<file path="config.mk">
export PLATFORM = sky130hd
export DESIGN_NAME = fetch_sequencer_flat
export DESIGN_NICKNAME = d
export VERILOG_FILES = /design/src/rtl/fetch_sequencer_if.sv /design/src/rtl/fetch_sequencer.sv /design/src/flat_wrapper.sv
export SDC_FILE = /design/constraint.sdc
export NUM_CORES = 1
export LEC_CHECK = 0
export ABC_AREA = 1
export CORE_ASPECT_RATIO = 0.7
export CORE_UTILIZATION = 30
export DETAILED_ROUTE_END_ITERATION = 6
export GPL_ROUTABILITY_DRIVEN = 0
export MAX_ROUTING_LAYER = met4
export PLACE_DENSITY = 0.57
export RECOVER_POWER = 50
export SLEW_MARGIN = 20
export SYNTH_ARGS = -nofsm -noshare
export SYNTH_HDL_FRONTEND = slang
export SYNTH_SLANG_ARGS = --single-unit
</file>
<file path="constraint.sdc">
create_clock -name clk -period 1.8 [get_ports clk]
set_input_delay 0.45 -clock clk [delete_from_list [all_inputs] [get_ports clk]]
set_output_delay 0.45 -clock clk [all_outputs]
set_load 0.01 [all_outputs]
</file>
<file path="src/rtl/fetch_sequencer_if.sv">
// Handshake bundle between the fetch sequencer, its program ROM and the processor.
// The master modport is the sequencer side; slave is the ROM/processor side.
interface fetch_sequencer_if;
  logic       start;
  logic       step;
  logic       done;
  logic [8:0] rom_data;
  logic [4:0] ADDRESS;
  logic       run;
  logic       busy;
  logic       halted;
  logic [7:0] instr_count;

  modport master (
    input  start, step, done, rom_data,
    output ADDRESS, run, busy, halted, instr_count
  );

  modport slave (
    output start, step, done, rom_data,
    input  ADDRESS, run, busy, halted, instr_count
  );
endinterface

</file>
<file path="src/rtl/fetch_sequencer.sv">
// Program fetch sequencer: walks a synchronous ROM, issues one run pulse per
// instruction, skips immediate words. Optional macro: FETCH_SINGLE_STEP_EN.
module fetch_sequencer #(
  parameter logic [4:0] LAST_ADDR  = 5'd31,
  parameter logic [2:0] IMM_OPCODE = 3'b001
) (
  input logic              clk,
  input logic              resetn,
  fetch_sequencer_if.master bus
);

  typedef enum logic [2:0] {
    IDLE,
    WAIT_ROM,
    ISSUE,
    IMM,
    EXEC,
    ADVANCE,
    HALT
  } state_e;

  state_e     state;
  logic [2:0] opcode;
  logic       wrap_halt;
  logic       adv_go;

`ifdef FETCH_SINGLE_STEP_EN
  assign adv_go = bus.step;
  logic unused_ok;
  assign unused_ok = ^{bus.rom_data[5:0], opcode};
`else
  assign adv_go = 1'b1;
  logic unused_ok;
  assign unused_ok = ^{bus.rom_data[5:0], opcode, bus.step};
`endif

  always_ff @(posedge clk) begin
    if (!resetn) begin
      state           <= IDLE;
      bus.ADDRESS     <= '0;
      bus.run         <= 1'b0;
      bus.busy        <= 1'b0;
      bus.halted      <= 1'b0;
      bus.instr_count <= '0;
      opcode          <= '0;
      wrap_halt       <= 1'b0;
    end else begin
      bus.run <= 1'b0;
      unique case (state)
        IDLE: begin
          if (bus.start) begin
            state       <= WAIT_ROM;
            bus.ADDRESS <= '0;
            bus.busy    <= 1'b1;
          end
        end

        WAIT_ROM: begin
          state   <= ISSUE;
          bus.run <= 1'b1;
        end

        // rom_data is only valid during ISSUE, so the branch decodes it
        // directly rather than waiting a cycle for the latched copy.
        ISSUE: begin
          opcode <= bus.rom_data[8:6];
          if (bus.rom_data[8:6] == IMM_OPCODE) begin
            state <= IMM;
            if (bus.ADDRESS >= LAST_ADDR) begin
              bus.ADDRESS <= '0;
              wrap_halt   <= 1'b1;
            end else begin
              bus.ADDRESS <= bus.ADDRESS + 5'd1;
            end
          end else begin
            state <= EXEC;
          end
        end

        IMM: begin
          state <= EXEC;
        end

        EXEC: begin
          if (bus.done) begin
            if (bus.instr_count != 8'hFF)
              bus.instr_count <= bus.instr_count + 8'd1;
            if (wrap_halt) begin
              state      <= HALT;
              wrap_halt  <= 1'b0;
              bus.busy   <= 1'b0;
              bus.halted <= 1'b1;
            end else begin
              state <= ADVANCE;
            end
          end
        end

        ADVANCE: begin
          if (adv_go) begin
            if (bus.ADDRESS == LAST_ADDR) begin
              state      <= HALT;
              bus.busy   <= 1'b0;
              bus.halted <= 1'b1;
            end else begin
              state       <= WAIT_ROM;
              bus.ADDRESS <= bus.ADDRESS + 5'd1;
            end
          end
        end

        HALT: begin
          if (bus.start) begin
            state           <= WAIT_ROM;
            bus.ADDRESS     <= '0;
            bus.instr_count <= '0;
            bus.halted      <= 1'b0;
            bus.busy        <= 1'b1;
          end
        end

        default: begin
          state <= IDLE;
        end
      endcase
    end
  end

endmodule

</file>
<file path="src/flat_wrapper.sv">
// flat-port wrapper written by rule: the top's interface ports become plain ports
module fetch_sequencer_flat 
#(
  parameter logic [4:0] LAST_ADDR  = 5'd31,
  parameter logic [2:0] IMM_OPCODE = 3'b001
)
  (clk, resetn, bus_start, bus_step, bus_done, bus_rom_data, bus_ADDRESS, bus_run, bus_busy, bus_halted, bus_instr_count);
  fetch_sequencer_if bus_i ();
  input logic clk;
  input logic resetn;
  input wire logic [$bits(bus_i.start)-1:0] bus_start;
  input wire logic [$bits(bus_i.step)-1:0] bus_step;
  input wire logic [$bits(bus_i.done)-1:0] bus_done;
  input wire logic [$bits(bus_i.rom_data)-1:0] bus_rom_data;
  output wire logic [$bits(bus_i.ADDRESS)-1:0] bus_ADDRESS;
  output wire logic [$bits(bus_i.run)-1:0] bus_run;
  output wire logic [$bits(bus_i.busy)-1:0] bus_busy;
  output wire logic [$bits(bus_i.halted)-1:0] bus_halted;
  output wire logic [$bits(bus_i.instr_count)-1:0] bus_instr_count;
  assign bus_i.start = bus_start;
  assign bus_i.step = bus_step;
  assign bus_i.done = bus_done;
  assign bus_i.rom_data = bus_rom_data;
  assign bus_ADDRESS = bus_i.ADDRESS;
  assign bus_run = bus_i.run;
  assign bus_busy = bus_i.busy;
  assign bus_halted = bus_i.halted;
  assign bus_instr_count = bus_i.instr_count;
  fetch_sequencer #(.LAST_ADDR(LAST_ADDR), .IMM_OPCODE(IMM_OPCODE)) u_core (.clk(clk), .resetn(resetn), .bus(bus_i));
endmodule
</file>
**Word level (Yosys, flattened, before mapping)**

Cells that the tools add are included.

- Register bits after elaboration: 20
- Latch bits: 0
- Memory bits (writable): 0
- Memory bits (read-only): 0
- Logic and storage cells: 71
- Memories: 0

- Add/subtract/negate cells: 2
- Multiply operators: 0
- Divide/modulo/power cells: 0
- Magnitude comparators: 1
- Equality and inequality tests: 18
- Shift operators: 0
- Muxes and demuxes: 30
- Bitwise gates (word level): 0
- Reductions and logical operators: 13

Operator list:

| operator | number |
|---|---|
| $mux W8 | 3 |
| $mux W5 | 4 |
| $pmux W3 S6 | 1 |
| $pmux W8 S2 | 1 |
| $pmux W5 S3 | 1 |
| $mux W1 | 12 |
| $mux W3 | 4 |
| $ne A2 B1 Y1 const B | 6 |
| $reduce_and A4 Y1 | 3 |
| $reduce_and A5 Y1 | 2 |
| $eq A3 B3 Y1 const B | 3 |
| $reduce_bool A3 Y1 | 3 |
| $add A8 B1 Y8 const B | 1 |
| $ne A8 B8 Y1 const B | 1 |
| $eq A3 B1 Y1 const B | 2 |
| $eq A3 B2 Y1 const B | 2 |
| $ne A2 B2 Y1 const B | 3 |
| $pmux W1 S3 | 2 |
| $add A5 B1 Y5 const B | 1 |
| $eq A5 B5 Y1 const B | 1 |
| $ge A5 B5 Y1 const B | 1 |
| $reduce_bool A2 Y1 | 2 |
| $logic_not A3 Y1 | 1 |
| $mux W2 | 1 |
| other kinds (3) | 3 |

**Logic depth before layout (Yosys ltp)**

- Depth after elaboration: 4
- Depth in mapped cells: 11
- Mapped depth without buffers: 11

**Worst setup path after synthesis**

Ideal clock, no wire load.

- Kind: reg-to-reg
- From: register u_core.bus.ADDRESS[0]
- To: register u_core.bus.ADDRESS[0]
- Setup time: 0.116 ns
- Arrival: 1.420 ns
- Data required time: 1.684 ns
- Slack: 0.264 ns
- Cell stages (with the launch flop): 10
- Period minus slack after synthesis: 1.536 ns
- Cell sequence: dfxtp_1 ha_1 nand2_1 nor2_1 ha_1 nand4_1 nand2_1 nor2_4 a21oi_1 nor2_1

- Word-level cells in the longest chain between the ends: 4
- Elaborated cells between the ends (all ways): 9
- Classes of those cells: add/sub (1); order compare (1); eq/ne (2); mux (4); reduce/logical (1)

Ends and longest elaborated chain:

| item | line | text |
|---|---|---|
| start: declaration | fetch_sequencer_if.sv:16 | `output ADDRESS, run, busy, halted, instr_count` |
| start signal: assignment | fetch_sequencer.sv:73 | `bus.ADDRESS <= bus.ADDRESS + 5'd1;` |
| start signal: assignment | fetch_sequencer.sv:107 | `bus.ADDRESS <= bus.ADDRESS + 5'd1;` |
| $add A5 B1 Y5 / $ge A5 B5 Y1 (equally long branches) | fetch_sequencer.sv:73, fetch_sequencer.sv:107, fetch_sequencer.sv:69 |  |
| $mux W5 | fetch_sequencer.sv:69 | `if (bus.ADDRESS >= LAST_ADDR) begin` |
| $mux W5 | fetch_sequencer.sv:67 | `if (bus.rom_data[8:6] == IMM_OPCODE) begin` |
| $pmux W5 S3 | fetch_sequencer.sv:49 | `unique case (state)` |

Several ways; a longest one is shown, not always the timed one. The select of a mux whose other input is x is not followed.
A chain may end at the register's enable or synchronous reset.

**Final worst setup path**

- From: register u_core.bus.instr_count[7]
- To: output bus_instr_count[7]

RTL lines:

| item | line | text |
|---|---|---|
| start: declaration | fetch_sequencer_if.sv:16 |  |
| start signal: assignment | fetch_sequencer.sv:87 | `bus.instr_count <= bus.instr_count + 8'd1;` |
| end: declaration | flat_wrapper.sv:19 | `output wire logic [$bits(bus_i.instr_count)-1:0] bus_instr_count;` |

No word-level cell between the ends.

==> impl_summary.txt <==
----------------------------------------------------
[Timing]
  Setup repair after global routing missed its margin ... no
  Final Setup Violations ... 0
  Clock tree skew after final layout ... 2.11 ps
  Period Utilization, post-route ... 0.951
  Crit path time final ... between 1500 and 2000 ps
  Max-slew violation total from the final report ... 0
  Highest clock rate ... approximately 580 MHz
  Setup Total Neg Slack ... 0 ps
  Worst-margin pin slew ... about 280 ps
  Relative max-transition margin ... 0.815
  Number of hold violations in the final report ... 0

[Yosys]
  Fraction of the mapped netlist area in compound gates ... 0.0992
  Synthesis Warnings ... 0
  Cells taking the most area after synthesis ... dfxtp_1 31%, nand2_1 17%, nor2_1 10%
  Xor-xnor portion of the synthesized cell area ... 0.00688
  Main combinational cell family by area after synthesis ... simple AND/OR/NAND/NOR gates
  Proportion of synthesized chip area in sequential cells ... 0.314
  Count of different cell masters after synthesis ... 25
  Simple-gate portion of the synthesized area ... 0.450
  Synth Area in Adders ... 0.0295
  Avg Cell Area, Syn ... 6.21 sq um
  Netlist Area Pre-Place ... 0.00127 sq mm
  Top-area cell type share of the netlist area ... 0.314
  Number of standard cells after synthesis ... ~210
  Cell taking the most area after synthesis ... dfxtp_1
  Synthesized flop and latch total ... 20
  Net count after synthesis ... 222
  Multiplexer fraction of the synthesized cell area ... 0

[Floorplanning]
  Core area ... between 0.003 and 0.004 sq mm
  Total number of placement rows ... 19
  Die Outline Area ... approximately 0.0045 sq mm
  Initial Util ... 0.319
  Boundary pin count ... 30
  Height of the die ... 56.5 um
  Die Width ... between 70 and 80 um

[Placement]
  Number of placed cells counting well taps ... 298
  Detail Placement HPWL ... ~2600 um
  Buffers on Ports ... 22
  Placement Cell Area ... 0.00170 sq mm

[Hold path]
  Hold path depth ... 2
  Worst min path class ... flip-flop to flip-flop
  Critical hold path startpoint ... u_core.bus.busy$_SDFFE_PN0P_

[Worst setup path]
  Top cell family by delay on the critical path ... buffers and inverters
  Worst Setup SP ... u_core.bus.instr_count[7]$_SDFFE_PN0P_
  Launch point of the worst reg-to-reg path ... u_core.bus.ADDRESS[1]$_SDFFE_PN0P_
  Series of cell instances along the critical path ... clkdlybuf4s50_1
  Count of cells along the worst register-to-register path ... 11
  Slowest stage delay, CP ... about 570 ps
  CP max stage cell ... clkdlybuf4s50_1
  CP max FO ... 6
  Sort of element at the end of the critical path ... primary output
  Worst endpoint data arrival time ... 1260 ps
  Startpoint type of the worst setup path ... flip-flop
  Stages on worst setup path ... 1
  End of the worst register-to-register path ... u_core.bus.ADDRESS[2]$_SDFFE_PN0P_
  Buffer and inverter count on the worst path ... 1
  Worst Path Required ... between 1000 and 1500 ps
  End of the critical path ... bus_instr_count[7]
  Worst R2R Setup Slack ... 200 ps
  Critical Setup Path Class ... flip-flop to primary output

[Global routing]
  Residual overflow from global routing ... 0
  Vias in the first global route ... about 1.2k
  GRT Resource Usage Total ... 0.165
  Initial antenna violation count ... 0
  Maximum number of pins on one net before global-route repair ... 12
  First-pass GRT wire length ... 5590 um

[Drt]
  Via total after detailed routing ... 1380
  Antenna Nets Post-Route ... 0
  Number of remaining DRC errors ... 0
  Router iterations before antenna repair ... 4
  Routed WL ... roughly 3300 um
  DR WL/cell ... 10.9 um
  Initial drt markers ... 85
  Via density per instance ... 4.55

[Power and ir drop]
  Leakage Power ... 0.802 nW
  Worst IR drop on VDD ... 0.396 mV
  Cell Pwr Density ... roughly 800 mW/mm^2

[Final layout]
  # nets final ... 269
  Area overhead of the layout relative to synthesis ... 38.0%
  Post-route cell area ... roughly 0.0018 sq mm
  Number of inserted diodes ... 0
  Finished Layout Cells ... 303
  Proportion of layout cells with a drive suffix above 1 ... 0.175

[Run status]
  Status ... completed

[Clock network]
  Number of buffers created by CTS ... 3
  Clock latency reported for the late side of the worst-skew pair ... between 200 and 300 ps
  CTS tree ... built
  Clk sinks ... 20
  Post-CTS Hold Fix Bufs ... 0
  Clock-pin slew on the worst setup and hold paths ... 80 ps
  Number of H-tree levels ... 1
  Bufs on Longest Clock Path ... 2
  Root buffer cell ... clkbuf_8

[Run]
  Max-capacitance violation count ... 0

----------------------------------------------------
-- synth_stat cells --
library cell  count
nand2_1          57
buf_6             1
nand4_1           6
nand3b_1          1
inv_2             3
nor2_4            1
o21ai_1           1
o21ai_0           6
o2111ai_1         1
dfxtp_1          20
nor2_1           34
nand3_2           3
buf_4             1
clkinv_1          1
nor2_2            4
o21bai_1          3
nand2_4           1
nand3_1          14
a21oi_1          12
nor3_2            1
ha_1              3
xnor2_1           1
nand2_2           3
nor3_1            2
inv_1            25
-- sequential cells by signal, summed over array words and instances (netlist names) --
name	cells
u_core.bus.instr_count	8
u_core.bus.ADDRESS	5
u_core.state	3
u_core.bus.busy	1
u_core.bus.halted	1
u_core.bus.run	1
u_core.wrap_halt	1
-- routing by layer --
metal | vias to the layer above | global-route usage | routed length [um]
met5 | - | - | 0
met4 | 0 | 0.0383 | 31
met3 | 4 | 0.0341 | 184
met2 | 29 | 0.195 | 1200
met1 | 604 | 0.270 | 1890
li1 | 743 | - | -
-- power by group --
group	switching (mW)	internal (mW)	leakage, nW	total [mW]
sequential	0.0309	0.485	0.163	0.516
clock	0.161	0.195	0.0288	0.356
combinational	0.300	0.221	0.611	0.522
-- area by class of cell --
cell class                 instances  area [sq um]
timing repair buffer              44           378
multi-input combinational        154           748
clock buffer                       4          55.1
fill                             435          2240
tap                               52          65.1
inverter                          29           109
sequential                        20           403
-- repair_timing --
action / 4_1_cts / 5_1_grt
setup endpoints to repair: 0 / 6
gates resized for setup: 0 / 4
setup buffers: 0 / 1
endpoints found under the hold margin: 0 / 0
-- worst min path at each step --
stage               slack, ps                             end
floorplan                 500    u_core.bus.busy$_SDFFE_PN0P_
global route              520  u_core.bus.halted$_SDFFE_PN0P_
CTS                       500  u_core.bus.halted$_SDFFE_PN0P_
global placement          470  u_core.bus.halted$_SDFFE_PN0P_
finish                    480    u_core.bus.busy$_SDFFE_PN0P_
detailed placement        460    u_core.bus.busy$_SDFFE_PN0P_
-- kinds of logic after synthesis --
group                      Yosys count
adders and majority gates            3
buffers and inverters               31
DFF                                 20
AOI/OAI and AO/OA                   23
and+or+nand+nor                    127
xor gates and xnor gates             1
-- through the flow --
step / setup slack [ps] / total power [mW] / utilization / hold WS [ps]
after floorplan: 264 / 0.849 / - / 503
after global placement: -35.4 / 1.06 / 0.425 / 475
after detailed placement: -23.4 / 1.06 / 0.425 / 463
after CTS: 52.5 / 1.42 / 0.439 / 500
after global routing: 27.2 / 1.50 / 0.440 / 519
final: 88.0 / 1.39 / 0.440 / 478
-- cell usage in the layout (no fill, tap or decap) --
cell and count:
o21ai_0 6, clkdlybuf4s50_1 14, nand2_4 1, o2111ai_1 1, nand4_1 6, buf_4 19, clkbuf_8 4, nand2_1 57
ha_1 3, nor2_2 6, dfxtp_2 2, nor3_1 2, inv_2 3, dfxtp_1 18, nand3b_1 1, clkbuf_1 2
nand2_2 3, inv_1 25, dlygate4sd3_1 8, o21bai_1 3, nor3_2 1, o21ai_1 1, nand3_2 4, xnor2_1 1
clkinv_1 1, nand3_1 13, clkbuf_4 1, nor2_1 33, a21oi_1 12
No activity file was read; power rests on OpenSTA's default activity.
